==> config.mk <==
export PLATFORM = sky130hd
export DESIGN_NAME = rv32v_uop_seq
export DESIGN_NICKNAME = d
export VERILOG_FILES = /design/src/rtl/rv32v_uop_seq.sv
export SDC_FILE = /design/constraint.sdc
export NUM_CORES = 1
export LEC_CHECK = 0
export ABC_AREA = 1
export BUFFER_PORTS_ARGS = -buffer_cell sky130_fd_sc_hd__buf_2
export CAP_MARGIN = 20
export CORE_ASPECT_RATIO = 0.9
export CORE_MARGIN = 4
export CORE_UTILIZATION = 57
export CTS_CLUSTER_SIZE = 10
export DETAILED_ROUTE_END_ITERATION = 7
export GPL_ROUTABILITY_DRIVEN = 0
export PLACE_DENSITY = 0.78
export SYNTH_ARGS = -nofsm -noshare
export SYNTH_HDL_FRONTEND = slang
export SYNTH_SLANG_ARGS = --single-unit
==> constraint.sdc <==
create_clock -name CLK -period 2.4 [get_ports CLK]
set_clock_uncertainty 0.15 [all_clocks]
set_input_delay 0.36 -clock CLK [delete_from_list [all_inputs] [get_ports CLK]]
set_output_delay 0.36 -clock CLK [all_outputs]
set_load 0.005 [all_outputs]
==> src/rtl/rv32v_uop_seq.sv <==
// rtl/rv32v_uop_seq.sv - vector micro-op sequencer: splits one instruction into lane-wide uops
module rv32v_uop_seq #(
    parameter int VLANE_COUNT      = 4,
    parameter int VREG_WIDTH_BYTES = 16,
    parameter int VL_W             = 8
) (
    input  logic                                CLK,
    input  logic                                nRST,
    input  logic                                start,
    input  logic [VL_W-1:0]                     vl,
    input  logic [VL_W-1:0]                     vstart,
    input  logic [1:0]                          veew,
    input  logic                                stall,
    input  logic                                flush,
    output logic                                busy,
    output logic                                uop_valid,
    output logic [VL_W-1:0]                     vuop_num,
    output logic                                vuop_last,
    output logic [2:0]                          vreg_offset,
    output logic [$clog2(VREG_WIDTH_BYTES)-1:0] vbyte_offset,
    output logic [VLANE_COUNT-1:0]              vlane_active,
    output logic                                done
);

    localparam int LS = $clog2(VLANE_COUNT);
    localparam int BW = $clog2(VREG_WIDTH_BYTES);

    localparam logic [0:0] S_IDLE  = 1'b0;
    localparam logic [0:0] S_ISSUE = 1'b1;

    localparam logic [VL_W:0] STEP = (VL_W+1)'(VLANE_COUNT);

    logic [0:0]      state_q, state_d;
    logic [VL_W-1:0] vl_q, vl_d;
    logic [VL_W-1:0] vstart_q, vstart_d;
    logic [1:0]      veew_q, veew_d;
    logic [VL_W:0]   base_q, base_d;
    logic            done_q, done_d;

    logic            issue;
    logic            last;
    logic [7:0]      reg_shamt;

    assign issue = (state_q == S_ISSUE);
    // One extra bit keeps base+STEP from wrapping near the top of the vl range.
    assign last  = issue && ((base_q + STEP) >= {1'b0, vl_q});

    always_comb begin
        state_d  = state_q;
        vl_d     = vl_q;
        vstart_d = vstart_q;
        veew_d   = veew_q;
        base_d   = base_q;
        done_d   = 1'b0;
        case (state_q)
            S_IDLE: begin
                if (!flush && start) begin
                    vl_d     = vl;
                    vstart_d = vstart;
                    veew_d   = veew;
                    base_d   = ({1'b0, vstart} >> LS) << LS;
                    if ((vstart < vl) && (veew != 2'd3)) begin
                        state_d = S_ISSUE;
                    end else begin
                        done_d = 1'b1;
                    end
                end
            end
            S_ISSUE: begin
                if (flush) begin
                    state_d = S_IDLE;
                end else if (!stall) begin
                    base_d = base_q + STEP;
                    if (last) begin
                        state_d = S_IDLE;
                        done_d  = 1'b1;
                    end
                end
            end
            default: state_d = S_IDLE;
        endcase
    end

    always_ff @(posedge CLK or negedge nRST) begin
        if (!nRST) begin
            state_q  <= S_IDLE;
            vl_q     <= '0;
            vstart_q <= '0;
            veew_q   <= '0;
            base_q   <= '0;
            done_q   <= 1'b0;
        end else begin
            state_q  <= state_d;
            vl_q     <= vl_d;
            vstart_q <= vstart_d;
            veew_q   <= veew_d;
            base_q   <= base_d;
            done_q   <= done_d;
        end
    end

    // Elements per register shrink as EEW grows, so the register index shift does too.
    assign reg_shamt = 8'(BW) - {6'b0, veew_q};

    assign busy         = issue;
    assign uop_valid    = issue;
    assign done         = done_q;
    assign vuop_last    = last;
    assign vuop_num     = issue ? VL_W'(base_q >> LS) : '0;
    assign vreg_offset  = issue ? 3'(base_q >> reg_shamt) : '0;
    assign vbyte_offset = issue ? BW'({2'b00, base_q} << veew_q) : '0;

    always_comb begin
        vlane_active = '0;
        for (int i = 0; i < VLANE_COUNT; i++) begin
            if (issue
                && ((base_q + (VL_W+1)'(i)) >= {1'b0, vstart_q})
                && ((base_q + (VL_W+1)'(i)) <  {1'b0, vl_q})) begin
                vlane_active[i] = 1'b1;
            end
        end
    end

endmodule

---- Word-level counts from Yosys, hierarchy flattened ----
Cells that the tools add are included.
operators by class
  order comparisons ....................... 10
  add/subtract/negate cells ............... 5
  equal/unequal tests ..................... 4
  bitwise logic cells ..................... 1
  reductions and logical operators ........ 14
  shift operators ......................... 2
  mux-type cells .......................... 23
operators with widths
  kind                                                                count
  9-bit by 8-bit greater-or-equal comparator with 1-bit output        5
  9-bit by 8-bit less-than comparator with 1-bit output               4
  9-bit 2-to-1 mux                                                    3
  9-bit by 2-bit adder with 9-bit output (second input constant)      2
  9-bit one-hot mux with 2 select lines                               1
  1-bit 2-to-1 mux                                                    14
  1-bit logical AND                                                   11
  9-bit by 1-bit adder with 9-bit output (second input constant)      1
  9-bit by 3-bit adder with 9-bit output (second input constant)      1
  9-bit by 2-bit << shifter with 4-bit output                         1
  9-bit by 8-bit right shift with 3-bit output                        1
  8-bit less-than comparator                                          1
  2-bit != test (second input constant)                               4
  7-bit 2-to-1 mux                                                    1
  4-bit 2-to-1 mux                                                    1
  1-bit one-hot mux with 2 select lines                               2
  3-bit by 2-bit subtractor with 4-bit output (first input constant)  1
  3-bit 2-to-1 mux                                                    1
  3-bit AND reduction                                                 1
  2-bit AND reduction                                                 1
  1-bit logical NOT                                                   1
  1-bit inverter                                                      1
storage, ports and cells
  output and inout bits ................... 23
  bits in registers ....................... 29
  logic and storage cells ................. 65
  bits of input ports ..................... 23

---- Logic depth before layout (Yosys ltp) ----
  depth in word-level cells ............... 7
  gate-level depth with buffers ........... 15
  depth with buffers taken out ............ 15

---- Least setup slack after synthesis ----
Ideal clock, no wire load.
  path kind ............................... register to output
  start ................................... register base_q[2]
  end ..................................... output vuop_last
  buffers on the path ..................... 0
  path slack .............................. 0.282 ns
  required time ........................... 1.890 ns
  data arrival time ....................... 1.608 ns
  stages on the path, launching flop included .. 12
  path through ............................ dfrtp_1 -> ha_1 -> nand3_2 -> xor2_1 -> inv_1 -> ha_1 -> nand2_1 -> inv_1 -> nand2_1 -> nand2_1 -> nand2_1 -> a21oi_1
on the way
  cells in the longest elaborated chain, start to end .. 3
RTL lines
  element                                                       RTL line  text
  start, declared                                               37        logic [VL_W:0] base_q, base_d;
  start signal, assigned                                        97        base_q <= base_d;
  9-bit by 3-bit adder with 9-bit output                        46        assign last = issue && ((base_q + STEP) >= {1'b0, vl_q});
  9-bit by 8-bit greater-or-equal comparator with 1-bit output  46
  1-bit logical AND                                             46
  end, declared                                                 18        output logic vuop_last,
Every way passes these cells.

---- Final worst setup path ----
  start ................................... register base_q[3]
  end ..................................... output vuop_last
Same word-level chain as after synthesis.

==> summary.md <==
| Metric | Value |
|---|---|
| Area leader, netlist | `dfrtp_1` |
| DR WL/cell | `14.3 um` |
| Initial Util | `58.8%` |
| Flop2flop setup slack | `370 ps` |
| Gate Count Post-Synth | `382` |
| Port bufs | `42` |
| Critical Path AT | `2110 ps` |
| Setup slack after layout | `-218 ps` |
| Worst stage delay on the critical path | `410 ps` |
| Post-synth top area share | `25.8%` |
| Slowest CP cell | `dfrtp_1` |
| Slew @ Worst Pin | `619 ps` |
| Mean post-synth cell area | `6.87 sq um` |
| CP endpoint | `vuop_last` |
| Critical Path Most Common Cell | `nand2_1` |
| WL final | `6.97 mm` |
| Pins Over Slew Limit | `0` |
| Hold Violations, Final | `0` |
| Skew-Pair Late Insertion Delay | `280 ps` |
| P&R area growth vs syn | `18.0%` |
| Die Area | `5750 sq um` |
| Nets | `489` |
| Clock H-tree levels | `1` |
| Synth area leaders | `dfrtp_1, ha_1, nand2_1` |
| DRC | `0` |
| Hpwl dp | `5.19 mm` |
| Worst VDD drop | `0.341 mV` |
| CP delay by family, top | `adder cells` |
| WP depth | `12` |
| Clk sinks | `27` |
| # IOs | `46` |
| CP required | `1890 ps` |
| Share of layout cells above drive strength 1 | `21.6%` |
| Most common cell after layout, fill and taps aside | `nand2_1` |
| Setup WS pre-CTS | `134 ps` |
| Vias post-DR | `2648` |
| Worst-path cell chain | `ha_2 -> nand3_2 -> xor2_1 -> inv_1 -> ha_1 -> nand2_1 -> inv_1 -> nand2_1 -> nand2_1 -> nand2_2 -> a21oi_2 -> buf_2` |
| FMAX | `0.382 GHz` |
| Cell Area, Synth | `2620 sq um` |
| Reg-to-reg endpoint | `busy` |
| Num CTS Buffers | `3` |
| Final Cycle Share | `109%` |
| Maximum fanout along the worst path | `2` |
| RSZ-0062 raised after global routing | `true` |
| Worst path buffer plus inverter count | `3` |
| DR pass1 iterations | `5` |
| Drt via density | `5.43` |
| FFs w/ async S/R, synth | `100%` |
| Slew Limit Headroom | `58.7%` |
| P per Cell Area | `786 nW/um^2` |
| Initial antenna violation count | `0` |
| FP Rows | `23` |
| Number of enable flip-flop cells after synthesis | `0` |
| Crit start category | `register` |
| Routed Antenna Nets | `0` |
| Yosys warns | `0` |
| Worst min path class | `input port to register` |
| Most frequent cells in the layout | `nand2_1, inv_1, buf_2, o21ai_0, ha_1` |
| Seq/Total Area, Yosys | `25.8%` |
| Antenna diode count | `0` |
| Root buf cell | `clkbuf_8` |
| WHS | `142 ps` |
| Die Ht | `72.4 um` |
| 1st-iter DRT viols | `189` |
| Worst reg2reg path depth | `14` |
| Kind of critical path | `register to primary output` |
| CP startpoint | `base_q[3]` |
| Clock slew at reported path FFs | `100 ps` |
| Top FF cell, synth | `dfrtp_1` |
| Vias in the first global route | `2453` |
| Reg-to-Reg Start | `base_q[3]` |
| Core box area | `4460 sq um` |
| FF+latch count, synth | `27` |
| First-pass GRT wire length | `11.3 mm` |
| Synth cell types | `33` |
| Status | `finished with violations` |
| P_leak | `1.70 nW` |
| CTS tree | `done` |
| Final Critical Period | `2620 ps` |
| GRT Overall Usage | `25.1%` |
| Largest net degree at the start of global routing | `28` |
| Worst setup EP type | `primary output` |
| # setup viols final | `4` |
| Maxcap violations | `0` |
| GR Overflow Total | `0` |
| Failing checks | `setup timing` |
| Clk buf depth | `2` |
| Die width | `79.5 um` |
[synth_stat cells, types with 2 or more instances]
cell type / number
nand3_2: 2
nor2_1: 18
dfrtp_1: 27
buf_4: 4
clkbuf_1: 7
a211oi_1: 2
nor2_2: 2
nand3_1: 14
a22oi_1: 2
o21ai_0: 37
buf_2: 5
xor2_1: 3
o31ai_1: 2
or2_1: 2
o2111ai_1: 2
inv_2: 2
nand2_1: 94
ha_1: 39
nor3_1: 7
nor4_1: 2
inv_1: 61
o211ai_1: 4
nand4_1: 4
a21oi_1: 29
nor2_4: 3
[area by class of cell]
cell class                      count  area [sq um]
Sequential cell                    27           681
Inverter                           64           243
Clock inverter                      1          5.00
Timing Repair Buffer               56           329
Tap cell                           62          77.6
Fill cell                         389          1360
Clock buffer                        3          41.3
Multi-Input combinational cell    275          1720
[timing repair]
| item | in CTS | in global routing |
|---|---|---|
| setup endpoints to repair | 5 | 7 |
| setup buffers | 5 | 1 |
| pin swaps | 2 | 10 |
| endpoints found under the hold margin | 27 | 0 |
| resized for setup | 12 | 18 |
| hold buffers | 1 | 0 |
[cell families after synthesis]
logic type,synth area share (%)
xor gates and xnor gates,1.00
and+or+nand+nor,24.5
AOI/OAI and AO/OA,17.1
buffers and inverters,12.9
other,0.143
DFF,25.8
adders and majority gates,18.6
[stage by stage]
| stage | std cells | cell area [sq um] | total power, mW | setup TNS [ps] | utilization, % |
|---|---|---|---|---|---|
| floorplan | 384 | 2630 | 1.59 | 0 | - |
| global placement | 477 | 2880 | 1.88 | 0 | 64.5 |
| detailed placement | 477 | 2880 | 1.92 | 0 | 64.5 |
| CTS | 487 | 3010 | 2.29 | -185 | 67.5 |
| global route | 488 | 3100 | 2.67 | -879 | 69.4 |
| finish | 488 | 3100 | 2.43 | -352 | 69.4 |
[metal layers]
metal,GRT usage (%),share of wire [%]
met2,40.8,46
met4,9.54,2.3
met3,3.72,7.7
met5,0,0
met1,33.8,44
[worst min-delay path by stage]
stage | startpoint | to | slack (ps) | depth (start not counted)
6_report | veew[0] | veew_q[0] | 140 | 3
4_1_cts | veew[0] | veew_q[0] | 140 | 3
3_3_place_gp | nRST | vl_q[0] | 250 | 1
5_1_grt | veew[0] | veew_q[0] | 160 | 3
2_1_floorplan | nRST | base_q[2] | -90 | 0
3_5_place_dp | nRST | vl_q[0] | 260 | 1
[worst register-to-register path: cells and delay by family, from the launching register on]
family                   cells  cell delay [ps]
XOR/XNOR                     1              140
adder cells (fa/ha/maj)      2              500
buffers and inverters        2              130
flip-flops                   1              410
AND/OR/NAND/NOR              9              610
[state kept, by name, summed over array words and instances (netlist names)]
name / cells
vl_q: 8
vstart_q: 8
done: 1
veew_q: 2
busy: 1
base_q: 7
[report_power, final]
part           total, mW  leakage [nW]  switching [mW]  internal, mW
Combinational       1.53          1.34           0.914         0.621
Clock              0.270        0.0255           0.153         0.117
Sequential         0.631         0.330          0.0865         0.544
Total               2.43          1.70            1.15          1.28
Note: power is estimated with default switching activity, not from simulation.
